## src/rtl/cpu_pkg.sv

```systemverilog
// Shared definitions for the 8-bit core sequencer: opcodes, instruction
// field positions, sequencer state encoding and ALU function selects.
package cpu_pkg;

  // Opcode values carried in instruction bits [18:15]
  localparam logic [3:0] OP_ALU0 = 4'b0000;
  localparam logic [3:0] OP_ALU1 = 4'b0001;
  localparam logic [3:0] OP_ALU2 = 4'b0010;
  localparam logic [3:0] OP_ALU3 = 4'b0011;
  localparam logic [3:0] OP_MOV  = 4'b0100;
  localparam logic [3:0] OP_JMP  = 4'b0101;
  localparam logic [3:0] OP_HALT = 4'b0110;

  // Instruction field bit positions
  localparam int OPC_HI  = 18;
  localparam int OPC_LO  = 15;
  localparam int FS_HI   = 16;
  localparam int FS_LO   = 15;
  localparam int DST_HI  = 14;
  localparam int DST_LO  = 10;
  localparam int SRCA_HI = 9;
  localparam int SRCA_LO = 5;
  localparam int SRCB_HI = 4;
  localparam int SRCB_LO = 0;

  // ALU function selects (low two opcode bits of an ALU instruction)
  localparam logic [1:0] ALU_FS0 = 2'd0;
  localparam logic [1:0] ALU_FS1 = 2'd1;
  localparam logic [1:0] ALU_FS2 = 2'd2;
  localparam logic [1:0] ALU_FS3 = 2'd3;

  // Sequencer states; IDLE must stay at code zero
  typedef enum logic [2:0] {
    ST_IDLE   = 3'd0,
    ST_FETCH  = 3'd1,
    ST_DECODE = 3'd2,
    ST_READA  = 3'd3,
    ST_READB  = 3'd4,
    ST_EXEC   = 3'd5,
    ST_WB     = 3'd6,
    ST_HALT   = 3'd7
  } seq_state_e;

  // Program counter advance; wraps 31 -> 0 through 5-bit truncation
  function automatic logic [4:0] pc_inc(input logic [4:0] pc_val);
    return pc_val + 5'd1;
  endfunction

endpackage

```

## src/rtl/seq_decode.sv

```systemverilog
// Opcode classifier for the sequencer: one-hot instruction class flags.
module seq_decode
  import cpu_pkg::*;
(
  input  logic [3:0] i_opcode,
  output logic       o_is_alu,
  output logic       o_is_mov,
  output logic       o_is_jmp,
  output logic       o_is_halt,
  output logic       o_is_illegal
);

  // Classify the opcode; everything outside the defined set is illegal
  always_comb begin
    o_is_alu     = 1'b0;
    o_is_mov     = 1'b0;
    o_is_jmp     = 1'b0;
    o_is_halt    = 1'b0;
    o_is_illegal = 1'b0;
    case (i_opcode)
      OP_ALU0, OP_ALU1, OP_ALU2, OP_ALU3: o_is_alu  = 1'b1;
      OP_MOV:                             o_is_mov  = 1'b1;
      OP_JMP:                             o_is_jmp  = 1'b1;
      OP_HALT:                            o_is_halt = 1'b1;
      default:                            o_is_illegal = 1'b1;
    endcase
  end

endmodule

```

## src/rtl/exec_sequencer.sv

```systemverilog
// Fetch/decode/execute sequencer: drives instruction ROM, register file and
// ALU operand latches, and owns PC, flags, halt and illegal-opcode state.
module exec_sequencer
  import cpu_pkg::*;
(
  input  logic        clk,
  input  logic        rst,
  input  logic        start,
  output logic        imem_rd,
  output logic [4:0]  imem_addr,
  input  logic [18:0] imem_data,
  output logic        rf_rd,
  output logic [4:0]  rf_rsel,
  input  logic [7:0]  rf_rdata,
  output logic        rf_wr,
  output logic [4:0]  rf_wsel,
  output logic [7:0]  rf_wdata,
  output logic [7:0]  alu_a,
  output logic [7:0]  alu_b,
  output logic [1:0]  alu_fs,
  input  logic [7:0]  alu_y,
  input  logic [3:0]  alu_flags,
  output logic [3:0]  flags,
  output logic [4:0]  pc,
  output logic        halted,
  output logic        illegal
);

  seq_state_e  r_state;
  seq_state_e  w_state_nxt;
  logic [4:0]  r_pc;
  logic [4:0]  w_pc_nxt;
  logic [18:0] r_ir;
  logic [18:0] w_ir_nxt;
  logic [7:0]  r_opa;
  logic [7:0]  w_opa_nxt;
  logic [7:0]  r_opb;
  logic [7:0]  w_opb_nxt;
  logic [3:0]  r_flags;
  logic [3:0]  w_flags_nxt;
  logic        r_illegal;
  logic        w_illegal_nxt;

  logic [3:0]  w_opcode;
  logic        w_is_alu;
  logic        w_is_mov;
  logic        w_is_jmp;
  logic        w_is_halt;
  logic        w_is_illegal;

  // In DECODE the word is still on the ROM bus; later states use the latched copy
  assign w_opcode = (r_state == ST_DECODE) ? imem_data[OPC_HI:OPC_LO] : r_ir[OPC_HI:OPC_LO];

  seq_decode u_decode (
    .i_opcode     (w_opcode),
    .o_is_alu     (w_is_alu),
    .o_is_mov     (w_is_mov),
    .o_is_jmp     (w_is_jmp),
    .o_is_halt    (w_is_halt),
    .o_is_illegal (w_is_illegal)
  );

  assign imem_addr = r_pc;
  assign pc        = r_pc;
  assign flags     = r_flags;
  assign illegal   = r_illegal;
  assign alu_a     = r_opa;
  assign alu_b     = r_opb;
  assign alu_fs    = r_ir[FS_HI:FS_LO];
  assign halted    = (r_state == ST_HALT);

  // State, PC, instruction and operand registers; reset aborts any instruction
  always_ff @(posedge clk) begin
    if (rst) begin
      r_state   <= ST_IDLE;
      r_pc      <= 5'd0;
      r_ir      <= 19'd0;
      r_opa     <= 8'd0;
      r_opb     <= 8'd0;
      r_flags   <= 4'd0;
      r_illegal <= 1'b0;
    end else begin
      r_state   <= w_state_nxt;
      r_pc      <= w_pc_nxt;
      r_ir      <= w_ir_nxt;
      r_opa     <= w_opa_nxt;
      r_opb     <= w_opb_nxt;
      r_flags   <= w_flags_nxt;
      r_illegal <= w_illegal_nxt;
    end
  end

  // Next-state, datapath updates and per-state strobes (one strobe at most)
  always_comb begin
    w_state_nxt   = r_state;
    w_pc_nxt      = r_pc;
    w_ir_nxt      = r_ir;
    w_opa_nxt     = r_opa;
    w_opb_nxt     = r_opb;
    w_flags_nxt   = r_flags;
    w_illegal_nxt = r_illegal;
    imem_rd       = 1'b0;
    rf_rd         = 1'b0;
    rf_rsel       = 5'd0;
    rf_wr         = 1'b0;
    rf_wsel       = 5'd0;
    rf_wdata      = 8'd0;
    case (r_state)
      ST_IDLE: begin
        if (start) begin
          w_state_nxt = ST_FETCH;
        end else begin
          w_state_nxt = ST_IDLE;
        end
      end
      ST_FETCH: begin
        imem_rd     = 1'b1;
        w_state_nxt = ST_DECODE;
      end
      ST_DECODE: begin
        w_ir_nxt = imem_data;
        if (w_is_alu || w_is_mov) begin
          w_state_nxt = ST_READA;
        end else if (w_is_jmp) begin
          w_pc_nxt    = imem_data[SRCB_HI:SRCB_LO];
          w_state_nxt = ST_FETCH;
        end else if (w_is_halt) begin
          w_state_nxt = ST_HALT;
        end else if (w_is_illegal) begin
          w_illegal_nxt = 1'b1;
          w_pc_nxt      = pc_inc(r_pc);
          w_state_nxt   = ST_FETCH;
        end else begin
          w_state_nxt = ST_IDLE;
        end
      end
      ST_READA: begin
        rf_rd       = 1'b1;
        rf_rsel     = r_ir[SRCA_HI:SRCA_LO];
        w_state_nxt = ST_READB;
      end
      ST_READB: begin
        w_opa_nxt = rf_rdata;
        if (w_is_alu) begin
          rf_rd       = 1'b1;
          rf_rsel     = r_ir[SRCB_HI:SRCB_LO];
          w_state_nxt = ST_EXEC;
        end else begin
          w_state_nxt = ST_WB;
        end
      end
      ST_EXEC: begin
        w_opb_nxt   = rf_rdata;
        w_state_nxt = ST_WB;
      end
      ST_WB: begin
        rf_wr   = 1'b1;
        rf_wsel = r_ir[DST_HI:DST_LO];
        if (w_is_alu) begin
          rf_wdata    = alu_y;
          w_flags_nxt = alu_flags;
        end else begin
          rf_wdata = r_opa;
        end
        w_pc_nxt    = pc_inc(r_pc);
        w_state_nxt = ST_FETCH;
      end
      ST_HALT: begin
        w_state_nxt = ST_HALT;
      end
      default: begin
        w_state_nxt = ST_IDLE;
      end
    endcase
  end

endmodule

```

## config.mk

```make
export PLATFORM = sky130hd
export DESIGN_NAME = exec_sequencer
export DESIGN_NICKNAME = d
export VERILOG_FILES = /design/src/rtl/cpu_pkg.sv /design/src/rtl/seq_decode.sv /design/src/rtl/exec_sequencer.sv
export SDC_FILE = /design/constraint.sdc
export NUM_CORES = 1
export LEC_CHECK = 0
export CAP_MARGIN = 10
export CORE_MARGIN = 5
export CORE_UTILIZATION = 43
export CTS_CLUSTER_SIZE = 28
export DETAILED_ROUTE_END_ITERATION = 8
export MAX_ROUTING_LAYER = met4
export PLACE_DENSITY = 0.78
export SLEW_MARGIN = 10
export SYNTH_ARGS = -nofsm -noshare
export SYNTH_HDL_FRONTEND = slang
export SYNTH_HIERARCHICAL = 1
export SYNTH_SLANG_ARGS = --single-unit
export TNS_END_PERCENT = 5
```

## constraint.sdc

```tcl
create_clock -name clk -period 2.9 [get_ports clk]
set_input_delay 0.435 -clock clk [delete_from_list [all_inputs] [get_ports clk]]
set_output_delay 0.435 -clock clk [all_outputs]
set_load 0.01 [all_outputs]
```

==> out/results.tsv <==
stage	metric	value	unit
clock_tree	cts_tree	done	
setup_path	reg2reg_from	r_state[2]$_SDFF_PP0_	
hold_path	worstHoldPathCells	2	
sta	period_needed	2.75	ns
power_and_ir_drop	leakage	1.34	nW
synth	synth-edff-count	0	
detailed_routing	wire_per_inst	15.4	um
clock_tree	cts.clk_slew.worst_paths	0.09	ns
clock_tree	clkLatencyLatePin	0.30	ns
outcome	outcome	completed	
clock_tree	post_cts_buffers	0	
setup_path	worstPathRequired	2.47	ns
detailed_routing	first_iter_violations	138	
sta	finalHoldViolations	0	
floorplan	dieArea	7120	um2
clock_tree	htreeDepth	2	
clock_tree	cts_made_buffers	5	
sta	slew_headroom	54.5	%
setup_path	cp-start-kind	flip-flop	
job	maxCapViolations	0	
synth	syn_nets	327	
setup_path	critPathLaunch	r_state[2]$_SDFF_PP0_	
floorplan	coreArea	5440	um2
grt	antenna_found_initial	0	
synth	synthDistinctLibCells	47	
power_and_ir_drop	powerDensity	743	nW/um2
finish	post-route-util	64.0	%
floorplan	start_util	43.7	%
floorplan	num_rows	27	
setup_path	worstPathMaxFanout	17	
detailed_routing	first_pass_iters	4	
finish	areaGrowthSynthToFinish	46.4	%
detailed_routing	drc	0	
floorplan	ios	97	
sta	rsz0062_at_grt	no	
placed_design	hpwl	4850	um
grt	grt_max_degree	34	
synth	yosys-top-cells-area	dfxtp_1, nand2_1, mux2i_1, a21oi_1, nor2_1	
setup_path	cp.arrival	2.31	ns
synth	yosysMostFrequentCell	nand2_1	
synth	synth_area	2380	um2
floorplan	die_h	84.4	um
sta	clock_skew	0.00902	ns
detailed_routing	drt-total-wl	6790	um
placed_design	dp_cells	434	
synth	synth-seq-cells	48	
synth	synth_top_area_cell	dfxtp_1	
grt	grt_pass1_wl	10800	um
synth	yosys_warnings	6	
sta	fmax	364	MHz
floorplan	die_x	84.4	um
grt	gr-total-overflow	0	
detailed_routing	route.vias.total	2288	
power_and_ir_drop	ir_drop	518	uV
sta	final-max-slew-violation-count	0	
finish	num_antenna_cells	0	
synth	synthArstFlopShare	0	%
synth	synth_top_area_share	40.4	%
clock_tree	cts.sinks	48	
clock_tree	clock-root-buffer	clkbuf_8	
synth	yosysSeqAreaShare	40.4	%
setup_path	worstSetupPathType	reg -> out	
placed_design	numPortBuffers	96	
detailed_routing	drtAntennaViolNets	0	
clock_tree	cts_hold_buf	0	
finish	final_nets	412	
sta	worstMarginPinSlew	0.682	ns
setup_path	reg2reg_to	imem_addr[0]$_SDFFE_PP0P_	
detailed_routing	vias_per_cell	5.18	
setup_path	rrSetupSlack	0.34	ns
placed_design	gp_congestion	0.837	
synth	synth_commonest_cells	nand2_1, dfxtp_1, a21oi_1	
finish	layout-drive-gt1-share	9.73	%
sta	tns	0	ns
grt	track_usage	19.3	%
finish	fin_cells	442	
setup_path	crit_path_end	rf_wdata[5]	
sta	setup_viol	0	
clock_tree	cts_buffer_depth	2	
synth	synth_ff_type	dfxtp_1	
hold_path	hold_class	reg -> reg	
grt	first_global_vias	2273	
setup_path	crit_path_end_kind	output pin	
synth	avgSynthCellArea	8.37	um2
setup_path	reg2regPathDepth	8	
synth	netlist_instances	284	
sta	period_share	94.7	%
logic make-up after synthesis:
logic type | Yosys count | share of synthesized area [%]
and+or+nand+nor | 132 | 27.9
AOI/OAI and AO/OA | 54 | 14.3
DFF | 48 | 40.4
muxes | 20 | 9.10
adders and majority gates | 1 | 0.526
buffers and inverters | 29 | 7.68
state kept, by name (all words and copies together) (netlist names):
| signal | flops |
|---|---|
| illegal | 1 |
| alu_a | 8 |
| flags | 4 |
| r_ir | 19 |
| imem_addr | 5 |
| alu_b | 8 |
| r_state | 3 |
cells in the final DEF (no fill, tap or decap), types with 2 or more instances in the layout:
cell and count:
a21oi_1 31, a22o_1 5, a31oi_1 6, and2_1 10
and4bb_2 2, buf_4 6, bufinv_16 2, clkbuf_8 5
clkdlybuf4s50_1 90, dfxtp_1 47, dlygate4sd2_1 5, inv_1 2
mux2_4 4, mux2i_1 16, nand2_1 63, nand2b_1 5
nand3_1 9, nor2_1 22, nor2b_1 2, nor3_1 4
nor3b_1 2, o32ai_1 2
through the flow:
| step | hold WS (ns) | worst slack, ns | area, um2 | total power [mW] |
|---|---|---|---|---|
| 2_1_floorplan | 0.432 | 0.535 | 2380 | 1.65 |
| 3_3_place_gp | 0.437 | 0.0888 | 3330 | 1.96 |
| 3_5_place_dp | 0.445 | 0.0597 | 3330 | 1.99 |
| 4_1_cts | 0.459 | 0.0130 | 3470 | 2.59 |
| 5_1_grt | 0.475 | 0.00837 | 3480 | 2.74 |
| 6_report | 0.456 | 0.153 | 3480 | 2.59 |
worst max-delay path, cell delays in order (launching register included):
cell and delay, ns:
dfxtp_1 0.35, nor3_4 0.26, mux2_4 0.36, nor2_4 0.13, buf_12 0.16, mux2i_1 0.08
nor2_1 0.10, clkdlybuf4s50_1 0.55
power by group:
| part | internal [mW] | switching (mW) | total (mW) | leakage (nW) |
|---|---|---|---|---|
| clock network | 0.347 | 0.242 | 0.589 | 0.0687 |
| registers | 0.777 | 0.0838 | 0.861 | 0.389 |
| logic | 0.553 | 0.584 | 1.14 | 0.881 |
per-layer routing:
layer | GRT usage (%) | wire, um | vias up
li1 | - | - | 1138
met5 | - | 0 | -
met3 | 3.73 | 368 | 7
met2 | 33.2 | 3360 | 73
met4 | 4.89 | 86 | 0
met1 | 23.3 | 2980 | 1070
worst min-delay path by stage:
stage	from	to	slack (ns)
CTS	r_ir[10]$_SDFFE_PP0P_	r_ir[10]$_SDFFE_PP0P_	0.46
global placement	r_ir[11]$_SDFFE_PP0P_	r_ir[11]$_SDFFE_PP0P_	0.44
floorplan	r_ir[10]$_SDFFE_PP0P_	r_ir[10]$_SDFFE_PP0P_	0.43
global route	r_ir[10]$_SDFFE_PP0P_	r_ir[10]$_SDFFE_PP0P_	0.47
finish	r_ir[10]$_SDFFE_PP0P_	r_ir[10]$_SDFFE_PP0P_	0.46
detailed placement	r_ir[10]$_SDFFE_PP0P_	r_ir[10]$_SDFFE_PP0P_	0.45
area by class of cell:
type                            count  area [um2]
Timing Repair Buffer              103        1020
Fill cell                         456        1960
Clock inverter                      3        68.8
Tap cell                           72        90.1
Inverter                            4        17.5
Clock buffer                        5        68.8
Sequential cell                    48         962
Multi-Input combinational cell    207        1250
timing repair:
| action | CTS | global route |
|---|---|---|
| pin swaps | 1 | 0 |
| gates resized for setup | 8 | 2 |
| endpoints found under the setup margin | 14 | 8 |
(Power assumes the default switching activity.)
